File: config.mk
export PLATFORM = sky130hd
export DESIGN_NAME = bcd_score_accum
export DESIGN_NICKNAME = d
export VERILOG_FILES = /design/src/rtl/bcd_score_accum.sv
export SDC_FILE = /design/constraint.sdc
export NUM_CORES = 1
export LEC_CHECK = 0
export CELL_PAD_IN_SITES_DETAIL_PLACEMENT = 0
export CELL_PAD_IN_SITES_GLOBAL_PLACEMENT = 1
export CORE_UTILIZATION = 40
export DETAILED_ROUTE_END_ITERATION = 8
export PLACE_DENSITY = 0.73
export SYNTH_ARGS = -nofsm -noshare
export SYNTH_HDL_FRONTEND = slang
export SYNTH_SLANG_ARGS = --single-unit
File: constraint.sdc
create_clock -name CLK -period 10.5 [get_ports CLK]
set_clock_uncertainty 0.05 [all_clocks]
set_input_delay 2.1 -clock CLK [delete_from_list [all_inputs] [get_ports CLK]]
set_output_delay 2.1 -clock CLK [all_outputs]
set_load 0.01 [all_outputs]
File: src/rtl/bcd_score_accum.sv
// BCD line-clear score accumulator: adds level-scaled base points one digit per cycle.
// Optional SCORE_HISCORE_EN adds a high-score register cleared only by RESET.
module bcd_score_accum #(
    parameter int NUM_DIGITS      = 6,
    parameter int LEVEL_W         = 4,
    parameter int LINES_PER_LEVEL = 10
) (
    input  logic                    CLK,
    input  logic                    RESET,
    input  logic                    new_game,
    input  logic                    line_valid,
    input  logic [2:0]              num_lines,
    output logic                    ready,
    output logic                    done,
    output logic [4*NUM_DIGITS-1:0] digits,
    output logic [LEVEL_W-1:0]      level,
`ifdef SCORE_HISCORE_EN
    output logic [4*NUM_DIGITS-1:0] hiscore,
`endif
    output logic                    overflow
);

    localparam int SW = 4 * NUM_DIGITS;
    localparam int IW = $clog2(NUM_DIGITS);
    localparam int PW = LEVEL_W + 1;

    // state  | meaning
    // IDLE   | waiting for an event, ready=1
    // ADD    | adding base into working score, one digit per cycle
    // COMMIT | results visible, done=1
    typedef enum logic [1:0] {S_IDLE, S_ADD, S_COMMIT} state_t;

    state_t          state_q, state_d;
    logic [SW-1:0]   work_q, work_d;
    logic [15:0]     base_q, base_d;
    logic [PW-1:0]   pass_q, pass_d;
    logic [IW-1:0]   idx_q, idx_d;
    logic            carry_q, carry_d;
    logic [2:0]      nl_q, nl_d;
    logic [SW-1:0]   digits_q, digits_d;
    logic [LEVEL_W-1:0] level_q, level_d;
    logic [7:0]      lines_q, lines_d;
    logic            ovf_q, ovf_d;
`ifdef SCORE_HISCORE_EN
    logic [SW-1:0]   hi_q, hi_d;
`endif

    logic [SW-1:0]   base_full;
    logic [4:0]      dsum;
    logic            cout;
    logic [8:0]      lsum;
    int              di;

    always_comb begin
        state_d   = state_q;
        work_d    = work_q;
        base_d    = base_q;
        pass_d    = pass_q;
        idx_d     = idx_q;
        carry_d   = carry_q;
        nl_d      = nl_q;
        digits_d  = digits_q;
        level_d   = level_q;
        lines_d   = lines_q;
        ovf_d     = ovf_q;
`ifdef SCORE_HISCORE_EN
        hi_d      = hi_q;
`endif
        base_full = '0;
        base_full[15:0] = base_q;
        dsum      = '0;
        cout      = 1'b0;
        lsum      = '0;
        di        = int'(idx_q);

        case (state_q)
            S_IDLE: begin
                if (line_valid && num_lines >= 3'd1 && num_lines <= 3'd4) begin
                    state_d = S_ADD;
                    work_d  = digits_q;
                    pass_d  = {1'b0, level_q} + PW'(1);
                    idx_d   = '0;
                    carry_d = 1'b0;
                    nl_d    = num_lines;
                    case (num_lines)
                        3'd1:    base_d = 16'h0040;
                        3'd2:    base_d = 16'h0100;
                        3'd3:    base_d = 16'h0300;
                        default: base_d = 16'h1200;
                    endcase
                end
            end
            S_ADD: begin
                dsum = {1'b0, work_q[di*4 +: 4]} + {1'b0, base_full[di*4 +: 4]} + {4'd0, carry_q};
                if (dsum > 5'd9) begin
                    dsum = dsum - 5'd10;
                    cout = 1'b1;
                end
                work_d[di*4 +: 4] = dsum[3:0];
                if (idx_q == IW'(NUM_DIGITS - 1)) begin
                    if (cout) work_d = {NUM_DIGITS{4'h9}};
                    if (cout || pass_q == PW'(1)) begin
                        // Results land on the edge into COMMIT so they appear alongside done.
                        state_d  = S_COMMIT;
                        digits_d = work_d;
                        ovf_d    = ovf_q | cout;
                        lsum     = {1'b0, lines_q} + {6'd0, nl_q};
                        if (lsum >= 9'(LINES_PER_LEVEL)) begin
                            lines_d = 8'(lsum - 9'(LINES_PER_LEVEL));
                            if (level_q != '1) level_d = level_q + 1'b1;
                        end else begin
                            lines_d = lsum[7:0];
                        end
`ifdef SCORE_HISCORE_EN
                        if (work_d > hi_q) hi_d = work_d;
`endif
                    end else begin
                        pass_d  = pass_q - PW'(1);
                        idx_d   = '0;
                        carry_d = 1'b0;
                    end
                end else begin
                    idx_d   = idx_q + 1'b1;
                    carry_d = cout;
                end
            end
            S_COMMIT: state_d = S_IDLE;
            default:  state_d = S_IDLE;
        endcase

        if (new_game) begin
            state_d  = S_IDLE;
            digits_d = '0;
            level_d  = '0;
            lines_d  = '0;
            ovf_d    = 1'b0;
`ifdef SCORE_HISCORE_EN
            hi_d     = hi_q;
`endif
        end
    end

    always_ff @(posedge CLK) begin
        if (RESET) begin
            state_q  <= S_IDLE;
            work_q   <= '0;
            base_q   <= '0;
            pass_q   <= '0;
            idx_q    <= '0;
            carry_q  <= 1'b0;
            nl_q     <= '0;
            digits_q <= '0;
            level_q  <= '0;
            lines_q  <= '0;
            ovf_q    <= 1'b0;
`ifdef SCORE_HISCORE_EN
            hi_q     <= '0;
`endif
        end else begin
            state_q  <= state_d;
            work_q   <= work_d;
            base_q   <= base_d;
            pass_q   <= pass_d;
            idx_q    <= idx_d;
            carry_q  <= carry_d;
            nl_q     <= nl_d;
            digits_q <= digits_d;
            level_q  <= level_d;
            lines_q  <= lines_d;
            ovf_q    <= ovf_d;
`ifdef SCORE_HISCORE_EN
            hi_q     <= hi_d;
`endif
        end
    end

    assign ready    = (state_q == S_IDLE);
    assign done     = (state_q == S_COMMIT);
    assign digits   = digits_q;
    assign level    = level_q;
    assign overflow = ovf_q;
`ifdef SCORE_HISCORE_EN
    assign hiscore  = hi_q;
`endif

endmodule
**After elaboration in Yosys (flattened, before gate mapping)**

Cells that the tools add are included.
Widths: inputs -> output; s select.

- Add/sub/neg operators: 10
- Order comparisons: 4
- Eq/ne operators: 13
- Shift operators: 4
- Mux-type cells: 27
- Bitwise logic cells: 1
- Reductions and logical operators: 13

Operators with widths:

| cell | count |
|---|---|
| $mux 24 | 3 |
| $pmux 24 s2 | 1 |
| $shiftx 24x6->4 | 2 |
| $pmux 13 s3 | 1 |
| $neg 5->33 | 1 |
| $shift 4x33->24 const A | 1 |
| $shiftx 4x33->24 | 1 |
| $bwmux 24 | 1 |
| $mux 5 | 3 |
| $pmux 5 s2 | 1 |
| $add 8x3->9 | 1 |
| $ge 9x4->1 const B | 1 |
| $mux 3 | 3 |
| $reduce_and 3->1 | 3 |
| $mux 4 | 2 |
| $mux 8 | 1 |
| $sub 8x4->8 const B | 1 |
| $eq 3x2->1 const B | 2 |
| $mux 2 | 3 |
| $ne 2x2->1 const B | 3 |
| $pmux 3 s2 | 1 |
| $add 4x1->5 const B | 1 |
| $add 4x4->5 | 1 |
| $add 5x1->5 | 1 |
| 27 further kinds | 33 |

- Flip-flop bits (word level): 91
- Bits of input ports: 7
- Output and inout bits: 31
- Word-level logic and storage cells: 83

**Logic depth before layout (Yosys ltp)**

Gate-level depths: netlist (run 1).

- Word-level depth: 11
- Depth in mapped cells: 17
- Gate-level depth less buffers: 14

**Least setup slack after synthesis (run 1)**

OpenSTA, ideal clock, no wires.

- Path kind: flip-flop to flip-flop
- Start point: reg idx_q[0]
- End point: reg pass_q[4]
- Library setup time: 132 ps
- Data arrival time: 4180 ps
- Data required time: 10318 ps
- Setup slack: 6138 ps
- Cell stages (with the launch flop): 17
- Path buffers: 3
- Clock period less this slack: 4362 ps
- Cell sequence: dfxtp_1 -> buf_4 -> clkbuf_1 -> mux2_2 -> a221oi_1 -> fa_1 -> inv_1 -> fa_1 -> xnor2_2 -> ha_1 -> a21oi_1 -> a221o_1 -> a211oi_4 -> a21oi_2 -> buf_2 -> o31ai_1 -> a21oi_1

- Word-level cells in the longest chain between the ends: 9
- Elaborated cells between the ends (all ways): 12
- Classes of those cells: 2 x add/sub; 1 x order compare; 3 x eq/ne; 2 x shift; 2 x mux; 2 x reduce/logical

Ends and longest elaborated chain:

| element | RTL line | source |
|---|---|---|
| from (decl) | 37 | `logic [IW-1:0] idx_q, idx_d;` |
| from (signal assigned) | 164 | `idx_q <= idx_d;` |
| $shiftx 24x6->4 | 94 | `dsum = {1'b0, work_q[di*4 +: 4]} + {1'b0, base_full[di*4 +: 4]} + {4'd0, carry_q};` |
| $add 4x4->5 | 94 |  |
| $add 5x1->5 | 94 |  |
| $gt 5x4->1 | 95 | `if (dsum > 5'd9) begin` |
| $mux 1 | 95 |  |
| $mux 1 | 76 | `case (state_q)` |
| $logic_or 1x1->1 | 102 | `if (cout \|\| pass_q == PW'(1)) begin` |
| $ne 2x2->1 (no line) | n/a |  |
| $reduce_and 4->1 (no line) (*) | n/a |  |
| to (signal assigned) | 163 | `pass_q <= pass_d;` |
| to (decl) | 36 | `logic [PW-1:0] pass_q, pass_d;` |

Every way passes the cells marked *; elsewhere a longest branch is shown, timed or not. The select of a mux whose other input is x is not followed.
A chain may end at the register's enable or synchronous reset.

**Worst setup path after layout (run 1)**

- Start point: reg idx_q[0]
- End point: reg digits_q[13] (netlist: digits[13])

- Word-level cells in the longest chain between the ends: 9
- Elaborated cells between the ends (all ways): 18
- Classes of those cells: 4 x add/sub; 1 x order compare; 1 x eq/ne; 4 x shift; 6 x mux; 2 x reduce/logical

Ends and longest elaborated chain:

| element | RTL line | source |
|---|---|---|
| $shiftx 24x6->4 | 94 |  |
| $add 4x4->5 | 94 |  |
| $add 5x1->5 | 94 |  |
| $sub 4x4->4 or $gt 5x4->1 (tied branches) | 96, 95 |  |
| $mux 4 | 95 |  |
| $mux 4 | 76 |  |
| $shiftx 4x33->24 | 99 | `work_d[di*4 +: 4] = dsum[3:0];` |
| $bwmux 24 | 99 |  |
| $mux 24 | 101 | `if (cout) work_d = {NUM_DIGITS{4'h9}};` |
| to (signal assigned) | 167 | `digits_q <= digits_d;` |
| to (decl) | 40 | `logic [SW-1:0] digits_q, digits_d;` |

Parallel ways exist; a longest one is shown, timed or not. The select of a mux whose other input is x is not followed.

==> run_results.csv, run 1 <==
group,metric,value,unit
critical_path,worst-path-max-fanout,21,
pwr,cellInternalPower,0.5194,mW
timing,tightestPinTransition,1.070,ns
logic_synthesis,ys_warn_count,0,
global_route,grt_remaining_overflow,0,
placed_design,port_buffers,37,
cells_and_area,area_delta_synth_final,15.25,%
floorplan,die_w,109.8,microns
floorplan,initial_utilization,0.4192,
logic_synthesis,synth_area_per_cell,8.162,sq um
floorplan,coreArea,0.01108,sq mm
pwr,comb_pwr_share,0.143,
cells_and_area,nets,613,
pwr,power_frac_clock,0.415,
detailed_routing,drt_first_pass_iters,5,
timing,setup-violations-final,0,
clock_network,cts.hold.buffers_added,0,
timing,setup_repair_after_global_routing_missed_its_margin,"no",
logic_synthesis,synth-seq-cells,79,
placed_design,place_ws,4.931,ns
logic_synthesis,synth_top_cell_by_area,"dfxtp_1",
timing,finalHoldViolCount,0,
global_route,first_global_vias,4174,
placed_design,gp_congestion,0.9354,
timing,finalWorstSetupSlack,4.963,ns
logic_synthesis,post_synth_instance_area,0.004644,sq mm
timing,maxClockFrequency,0.1806,GHz
critical_path,crit_arrival,5.76,ns
logic_synthesis,syn-instance-count,569,
detailed_routing,drt-wirelength-per-cell,18.58,microns
detailed_routing,first_iter_violations,295,
timing,totalNegativeSetupSlack,0,ns
critical_path,worst_ep_required_time,10.72,ns
timing,post_route_worst_hold_slack,0.4056,ns
pwr,share_seq_of_total_power,0.442,
hold_path,hold_wc_path_type,"flip-flop to flip-flop",
clock_network,ctsRootBufferMaster,"clkbuf_16",
critical_path,cp_cell_sequence,"mux2_2 > a221oi_1 > fa_1 > inv_1 > fa_1 > xnor2_2 > ha_1 > a21oi_1 > a221o_1 > a211oi_4 > nor2_2 > nor2_1 > a22o_1",
critical_path,startpoint_type,"flip-flop",
floorplan,rows,38,
cells_and_area,drive_gt1_frac,0.06902,
timing,timing_max_transition_violations_final,0,
pwr,vdd_ir_drop_max,0.1091,mV
logic_synthesis,synth_top_cells_by_area,"dfxtp_1 (34%), a21oi_1 (7.0%), nor2_1 (5.0%), nand2_1 (4.7%), o21ai_0 (4.2%)",
pwr,power_density,134.6,mW/mm^2
logic_synthesis,postSynthNetCount,593,
clock_network,postCtsResizedCells,0,
logic_synthesis,async_reset_ff_frac,0,
global_route,pin_count_of_the_biggest_net_entering_global_routing,44,
detailed_routing,drcViolationCount,0,
logic_synthesis,post_synth_top_area_share,0.3405,
detailed_routing,num_vias,4407,
clock_network,clkLatencyLatePin,0.33,ns
critical_path,cp_common_cell,"fa_1",
cells_and_area,final_standard_cell_utilization_of_the_core,0.4832,
logic_synthesis,dominantRegCellSynth,"dfxtp_1",
detailed_routing,detail-route-antenna-nets,0,
run,max-cap-violations,0,
placed_design,place.detailed.hpwl,9.609,mm
pwr,power.switching_fraction,0.2794,
clock_network,clock_path_buffers,2,
clock_network,cts.sink_count,79,
floorplan,die_area,0.01205,sq mm
critical_path,critical-path-max-stage-delay,0.92,ns
pwr,net-switching-power,0.2013,mW
global_route,antenna_violations_before_repair,0,
timing,worst_slew_margin_rel,0.2820,
critical_path,path_class,"flip-flop to flip-flop",
cells_and_area,fin_cells,734,
critical_path,critPathSlowestCell,"dfxtp_1",
clock_network,tritoncts,"done",
floorplan,ios,38,
logic_synthesis,synth-edff-count,0,
clock_network,clk_transition_reported_paths,0.06,ns
clock_network,post_cts.repair.setup_buffers,0,
timing,final.min_clock_period,5.537,ns
run_status,run_status,"finished clean",
logic_synthesis,library_cells_used_by_synthesis,69,
critical_path,timing.critical_path.to_type,"flip-flop",
global_route,wire_length_of_the_first_global_routing_pass,22.31,mm
global_route,groute.usage.overall,0.2430,
clock_network,htreeDepth,3,
detailed_routing,drt-total-wl,13.64,mm
pwr,leakagePower,1.868,nW
timing,min_period_over_period,0.5273,
floorplan,die_h,109.8,microns
placed_design,place_inst,718,
logic_synthesis,register_area_share_after_synthesis,0.3405,
clock_network,number_of_buffers_inserted_during_clock_tree_synthesis,9,
cells_and_area,n_antenna_cell,0,
detailed_routing,routed_via_density,6.004,
==> critical path, delay by kind of cell, from the launching register on <==
kind / cells / cell delay [ns]
compound gates: 5 / 1.66
simple gates: 2 / 1.14
fa+ha+maj: 3 / 0.99
flops: 1 / 0.92
mux: 1 / 0.41
xor+xnor: 1 / 0.24
buf+inv: 1 / 0.06
==> cell usage after synthesis (6+ instances only) <==
cell type   n
a211o_1     7
a211oi_1   13
a21oi_1    65
a221oi_1    6
clkbuf_1   19
dfxtp_1    79
ha_1       14
inv_1      14
mux2_2      6
mux2i_1    17
nand2_1    58
nand2b_1    6
nand3_1    11
nor2_1     62
nor2b_1     8
nor3_1     17
o21ai_0    39
o221ai_1    6
o2bb2ai_1   7
o31ai_1     7
or3_1       6
==> per-stage QoR <==
stage                     area [sq um]  power, mW
after global placement            5066     0.4253
after CTS                         5353     0.7271
after global routing              5353     0.7546
after floorplan                   4644     0.4004
after detailed placement          5066     0.4276
final                             5353     0.7207
==> sequential cells by signal, summed over array words and instances, names as in the netlist <==
register	flops
pass_q	5
lines_q	8
digits	24
overflow	1
base_q	4
state_q	2
idx_q	3
level	4
carry_q	1
work_q	24
nl_q	3
==> area by class of cell <==
| class | instances | area [sq um] |
|---|---|---|
| Clock buffer | 12 | 256.5 |
| Clock inverter | 4 | 30.03 |
| Fill cell | 1079 | 5725 |
| Inverter | 14 | 52.55 |
| Multi-Input combinational cell | 444 | 2856 |
| Sequential cell | 79 | 1582 |
| Tap cell | 140 | 175.2 |
| Timing Repair Buffer | 41 | 400.4 |
==> cells by family (layout without fill, tap and decap cells) <==
kind of cell,Yosys count,in the layout,synth area share
buffers and inverters,46,71,0.04445
adder cells (fa/ha/maj),18,18,0.05280
flip-flops,79,79,0.3405
AO/OA/AOI/OAI,195,195,0.2818
XOR/XNOR,11,11,0.02236
AND/OR/NAND/NOR,196,196,0.2020
multiplexers,24,24,0.05603
==> power groups by stage <==
stage | Combinational (mW) | Sequential [mW] | Clock, mW
after floorplan | 0.0794 | 0.321 | 0
after global placement | 0.100 | 0.325 | 0
after detailed placement | 0.102 | 0.325 | 0
after CTS | 0.103 | 0.319 | 0.306
after global routing | 0.115 | 0.320 | 0.320
final | 0.103 | 0.319 | 0.299
==> per-layer routing <==
metal / global-route usage / up-vias / routed length [microns]
met1: 0.3257 / 2131 / 6476
met3: 0.04268 / 16 / 555
met4: 0.06190 / 0 / 148
met5: 0 / - / 0
li1: - / 2135 / -
met2: 0.4025 / 125 / 6457
==> layout by cell type (no fill, tap or decap), types with 4 or more instances in the layout <==
cell type	synthesis	routed
clkbuf_16	0	9
o21ai_0	39	39
clkdlybuf4s50_1	0	37
dfxtp_1	79	79
o2bb2ai_1	7	7
a21oi_1	65	65
inv_1	14	14
a22o_1	5	5
and3_1	5	5
nor3_1	17	17
o221ai_1	6	6
o22ai_1	5	5
buf_4	5	4
nand3_1	11	11
nand2_1	58	58
mux2_2	6	6
o31ai_1	7	7
nor2_1	62	62
nor2b_1	8	8
a221oi_1	6	6
mux2i_1	17	17
a21o_1	5	5
xnor2_1	5	5
ha_1	14	14
or3_1	6	6
a211oi_1	13	13
a211o_1	7	7
xor2_1	5	5
nand2b_1	6	6
==> final timing paths <==
kind         slack, ns                       to                    from  cells past startpoint
min reg2reg       0.41   base_q[8]$_SDFFE_PP0P_  base_q[8]$_SDFFE_PP0P_                      2
max reg2reg       4.96  digits[13]$_SDFFE_PP0P_   idx_q[0]$_SDFFE_PP0P_                     13
max               4.96  digits[13]$_SDFFE_PP0P_   idx_q[0]$_SDFFE_PP0P_                     13
min               0.41   base_q[8]$_SDFFE_PP0P_  base_q[8]$_SDFFE_PP0P_                      2
Power figures use the tool's default switching activity.
==> run 2, diff against run 1 <==
==> constraint.sdc (replaced) <==
create_clock -name CLK -period 5.7 [get_ports CLK]
set_clock_uncertainty 0.05 [all_clocks]
set_input_delay 1.14 -clock CLK [delete_from_list [all_inputs] [get_ports CLK]]
set_output_delay 1.14 -clock CLK [all_outputs]
set_load 0.01 [all_outputs]
==> run 2 against run 1 <==
Critical path depth increased by 2; sequential power up 83%; setup slack worse by 4.1 ns; hold slack gained 0.0029 ns; critical path type unchanged; largest cell class unchanged.
==> run_results.csv, run 2 (synthesis results as in run 1) <==
group,metric,value,unit
detailed_routing,drt-wirelength-per-cell,18.20,microns
clock_network,clkLatencyLatePin,0.34,ns
detailed_routing,detail-route-antenna-nets,0,
clock_network,htreeDepth,3,
clock_network,clk_transition_reported_paths,0.06,ns
cells_and_area,layout.cells.most_common,"dfxtp_1",
cells_and_area,area_delta_synth_final,16.30,%
clock_network,clock_path_buffers,2,
global_route,pin_count_of_the_biggest_net_entering_global_routing,44,
clock_network,postCtsResizedCells,0,
timing,timing_max_transition_violations_final,0,
clock_network,cts.sink_count,79,
floorplan,die_w,109.8,microns
timing,setup-violations-final,0,
cells_and_area,regArea,0.001582,sq mm
timing,worst_slew_margin_rel,0.3137,
floorplan,ios,38,
detailed_routing,drt_first_pass_iters,4,
timing,finalHoldViolCount,0,
clock_network,cts.hold.buffers_added,0,
floorplan,die_area,0.01205,sq mm
cells_and_area,most_frequent_cells_in_the_layout,"dfxtp_1 (79), a21oi_1 (65), nor2_1 (62)",
cells_and_area,n_fill_cell,1080,
critical_path,worst-path-max-fanout,14,
pwr,vdd_ir_drop_max,0.1972,mV
timing,setup_repair_after_global_routing_missed_its_margin,"no",
cells_and_area,area_used_by_multi_input_combinational_logic,0.002856,sq mm
detailed_routing,drt-total-wl,13.40,mm
timing,min_period_over_period,0.8485,
run_status,run_status,"finished clean",
detailed_routing,first_iter_violations,323,
critical_path,crit_arrival,5.05,ns
clock_network,ctsRootBufferMaster,"clkbuf_16",
global_route,groute.usage.overall,0.2393,
critical_path,startpoint_type,"flip-flop",
hold_path,hold_wc_path_type,"flip-flop to flip-flop",
global_route,grt_remaining_overflow,0,
critical_path,worst_ep_required_time,5.92,ns
timing,final.min_clock_period,4.837,ns
global_route,antenna_violations_before_repair,0,
critical_path,timing.critical_path.to_type,"flip-flop",
cells_and_area,drive_gt1_frac,0.07215,
cells_and_area,n_antenna_cell,0,
clock_network,number_of_buffers_inserted_during_clock_tree_synthesis,9,
critical_path,reg2reg_slack,0.86,ns
detailed_routing,drcViolationCount,0,
run,max-cap-violations,0,
critical_path,path_class,"flip-flop to flip-flop",
floorplan,die_h,109.8,microns
global_route,first_global_vias,4095,
timing,totalNegativeSetupSlack,0,ns
placed_design,place.detailed.hpwl,9.640,mm
floorplan,coreArea,0.01108,sq mm
placed_design,gp_congestion,0.9699,
floorplan,initial_utilization,0.4192,
timing,maxClockFrequency,0.2068,GHz
pwr,leakagePower,1.900,nW
detailed_routing,routed_via_density,5.925,
timing,post_route_worst_hold_slack,0.4084,ns
floorplan,rows,38,
clock_network,post_cts.repair.setup_buffers,0,
detailed_routing,num_vias,4361,
cells_and_area,nets,616,
clock_network,tritoncts,"done",
timing,tightestPinTransition,1.023,ns
global_route,wire_length_of_the_first_global_routing_pass,21.73,mm
pwr,power_density,257.8,mW/mm^2
placed_design,port_buffers,37,
==> run 2: stage by stage <==
step                instances  cell area, sq um  utilization  total power, mW  worst slack [ns]
floorplan                 569              4644            -           0.7377             1.338
global placement          721              5089       0.4593           0.7855             1.080
detailed placement        721              5089       0.4593           0.7871            0.9407
CTS                       736              5401       0.4876            1.404            0.9010
global route              736              5401       0.4876            1.455            0.5067
finish                    736              5401       0.4876            1.392            0.8634
==> run 2: final cells by class <==
type                    instances  area share
inverters                      14    0.009729
repair buffers                 44     0.07830
multi-input cells             444      0.5288
clock buffers                  11     0.04494
well taps                     140     0.03243
clock inverters                 4     0.01297
flip-flops and latches         79      0.2928
==> run 2: power breakdown <==
part / switching (mW) / leakage [nW] / internal, mW
clock: 0.223 / 0.155 / 0.392
combinational: 0.124 / 1.10 / 0.0684
sequential: 0.0156 / 0.640 / 0.570
==> run 2: worst paths after layout <==
path / start / to / cells past startpoint
worst max-delay path: idx_q[0]$_SDFFE_PP0P_ / work_q[12]$_SDFFE_PP0P_ / 15
worst min-delay path: base_q[12]$_SDFFE_PP0P_ / base_q[12]$_SDFFE_PP0P_ / 2
worst max register to register: idx_q[0]$_SDFFE_PP0P_ / work_q[12]$_SDFFE_PP0P_ / 15
worst min register to register: base_q[12]$_SDFFE_PP0P_ / base_q[12]$_SDFFE_PP0P_ / 2
==> run 2: routing by layer <==
layer,share of wire,vias up,GRT usage
met5,0,-,0
met4,0.011,0,0.05238
met3,0.049,12,0.04979
met2,0.47,119,0.3917
met1,0.48,2089,0.3231
li1,-,2141,-
==> run 2: critical path, cell delays in order (launching register included) <==
cell,delay [ns]
dfxtp_1,0.51
buf_4,0.29
mux2i_1,0.20
nor2_1,0.06
a221oi_1,0.32
fa_1,0.28
inv_1,0.06
fa_1,0.47
xnor2_2,0.20
ha_1,0.26
a21o_1,0.20
nor4_4,0.35
a21oi_1,0.19
o21ai_1,0.84
o221ai_1,0.26
a21oi_1,0.20
==> run 3, diff against run 2 <==
--- a/config.mk
+++ b/config.mk
@@ -9,7 +9,7 @@
 export CELL_PAD_IN_SITES_GLOBAL_PLACEMENT = 1
 export CORE_UTILIZATION = 40
 export DETAILED_ROUTE_END_ITERATION = 8
-export PLACE_DENSITY = 0.73
+export PLACE_DENSITY = 0.76
 export SYNTH_ARGS = -nofsm -noshare
 export SYNTH_HDL_FRONTEND = slang
 export SYNTH_SLANG_ARGS = --single-unit
==> constraint.sdc (replaced) <==
create_clock -name CLK -period 4.2 [get_ports CLK]
set_clock_uncertainty 0.05 [all_clocks]
set_input_delay 0.84 -clock CLK [delete_from_list [all_inputs] [get_ports CLK]]
set_output_delay 0.84 -clock CLK [all_outputs]
set_load 0.01 [all_outputs]
==> run 3 against run 2 <==
Clock power grew 29%; via count grew 2.8%; sequential share of layout area shrank 0.87 points; setup slack lost 0.64 ns.
==> run_results.csv, run 3 (synthesis results as in run 1) <==
group,metric,value,unit
cells_and_area,most_frequent_cells_in_the_layout,"dfxtp_1 (77), a21oi_1 (65), nor2_1 (61)",
run_status,run_status,"finished clean",
critical_path,worst_ep_required_time,4.43,ns
detailed_routing,drt_first_pass_iters,5,
pwr,power.switching_fraction,0.2824,
critical_path,timing.critical_path.to_type,"flip-flop",
pwr,finalPower,1.872,mW
placed_design,port_buffers,37,
floorplan,initial_utilization,0.4192,
placed_design,place_ws,-0.1732,ns
pwr,power_frac_clock,0.422,
pwr,share_seq_of_total_power,0.424,
timing,setup_repair_after_global_routing_missed_its_margin,"no",
floorplan,die_w,109.8,microns
global_route,grt_remaining_overflow,0,
cells_and_area,n_antenna_cell,0,
cells_and_area,final_area,0.005577,sq mm
hold_path,timing.hold.worst.start,"lines_q[0]$_SDFFE_PP0P_",
pwr,net-switching-power,0.5288,mW
clock_network,clk_transition_reported_paths,0.06,ns
clock_network,number_of_buffers_inserted_during_clock_tree_synthesis,9,
timing,timing_max_transition_violations_final,0,
clock_network,post_cts.repair.setup_buffers,0,
detailed_routing,num_vias,4485,
critical_path,crit_arrival,4.21,ns
timing,min_period_over_period,0.9460,
timing,post_route_worst_hold_slack,0.4205,ns
pwr,vdd_ir_drop_max,0.3241,mV
timing,final.min_clock_period,3.973,ns
detailed_routing,first_iter_violations,274,
clock_network,cts.sink_count,79,
clock_network,tritoncts,"done",
pwr,leakagePower,1.993,nW
timing,totalNegativeSetupSlack,0,ns
timing,finalWorstSetupSlack,0.2268,ns
cells_and_area,final_standard_cell_utilization_of_the_core,0.5034,
critical_path,worst-path-max-fanout,9,
timing,finalHoldViolCount,0,
floorplan,rows,38,
global_route,antenna_violations_before_repair,0,
global_route,wire_length_of_the_first_global_routing_pass,22.45,mm
global_route,groute.usage.overall,0.2491,
critical_path,rr_startpoint,"idx_q[0]$_SDFFE_PP0P_",
clock_network,clock_path_buffers,2,
floorplan,ios,38,
run,max-cap-violations,0,
timing,setup-violations-final,0,
clock_network,htreeDepth,3,
cells_and_area,area_delta_synth_final,20.07,%
global_route,first_global_vias,4286,
global_route,pin_count_of_the_biggest_net_entering_global_routing,43,
detailed_routing,drt-total-wl,13.97,mm
timing,worst_slew_margin_rel,0.4043,
pwr,comb_pwr_share,0.153,
floorplan,coreArea,0.01108,sq mm
cells_and_area,fin_cells,759,
floorplan,die_h,109.8,microns
placed_design,place.detailed.hpwl,10.04,mm
pwr,power_density,335.8,mW/mm^2
detailed_routing,detail-route-antenna-nets,0,
hold_path,hold_wc_path_type,"flip-flop to flip-flop",
clock_network,ctsRootBufferMaster,"clkbuf_16",
pwr,cellInternalPower,1.344,mW
clock_network,cts.hold.buffers_added,0,
clock_network,clkLatencyLatePin,0.35,ns
detailed_routing,drcViolationCount,0,
critical_path,startpoint_type,"flip-flop",
cells_and_area,nets,638,
timing,maxClockFrequency,0.2517,GHz
floorplan,die_area,0.01205,sq mm
cells_and_area,drive_gt1_frac,0.1179,
critical_path,path_class,"flip-flop to flip-flop",
placed_design,gp_congestion,0.9524,
cells_and_area,layout.cells.most_common,"dfxtp_1",
timing,tightestPinTransition,0.8812,ns
detailed_routing,routed_via_density,5.909,
placed_design,placement.cell_area,0.005254,sq mm
placed_design,place_inst,743,
critical_path,critical_path.startpoint,"idx_q[0]$_SDFFE_PP0P_",
detailed_routing,drt-wirelength-per-cell,18.40,microns
run 3: critical path, cell delays in order, from the launching register on:
cell,delay [ns]
dfxtp_2,0.38
mux2_2,0.35
a221oi_2,0.30
fa_2,0.26
inv_1,0.05
fa_1,0.41
xnor2_2,0.16
ha_1,0.24
a21o_1,0.21
nor4_4,0.23
buf_4,0.18
a211oi_4,0.05
buf_6,0.19
nand2b_4,0.18
or4_1,0.52
a21oi_1,0.14
run 3: what timing repair did:
item                       4_1_cts  5_1_grt
setup endpoints to repair       12       55
gates resized for setup          1        8
pin swaps                        0        1
run 3: worst paths after layout:
check / to / slack, ns / depth (start not counted)
worst max-delay path: lines_q[3]$_SDFFE_PP0P_ / 0.23 / 15
worst min-delay path: lines_q[0]$_SDFFE_PP0P_ / 0.42 / 2
worst max register to register: lines_q[3]$_SDFFE_PP0P_ / 0.23 / 15
worst min register to register: lines_q[0]$_SDFFE_PP0P_ / 0.42 / 2
run 3: cell type report:
class,count,area (sq um)
fillers,1067,5502
multi-input cells,444,2882
flip-flops and latches,79,1584
repair buffers,66,591.8
clock buffers,11,232.7
well taps,140,175.2
clock inverters,5,58.81
inverters,14,52.55
run 3: per-layer routing:
metal	track usage	vias to the layer above	wire, microns
li1	-	2186	-
met2	0.4124	104	6574
met5	0	-	0
met1	0.3170	2178	6560
met3	0.06817	17	643
met4	0.06857	0	188
run 3: power by group through the flow:
stage,Clock (mW),Combinational [mW],Sequential [mW]
after global placement,0,0.275,0.810
after floorplan,0,0.199,0.802
after global routing,0.841,0.318,0.797
after detailed placement,0,0.280,0.810
final,0.791,0.287,0.794
after CTS,0.806,0.282,0.794
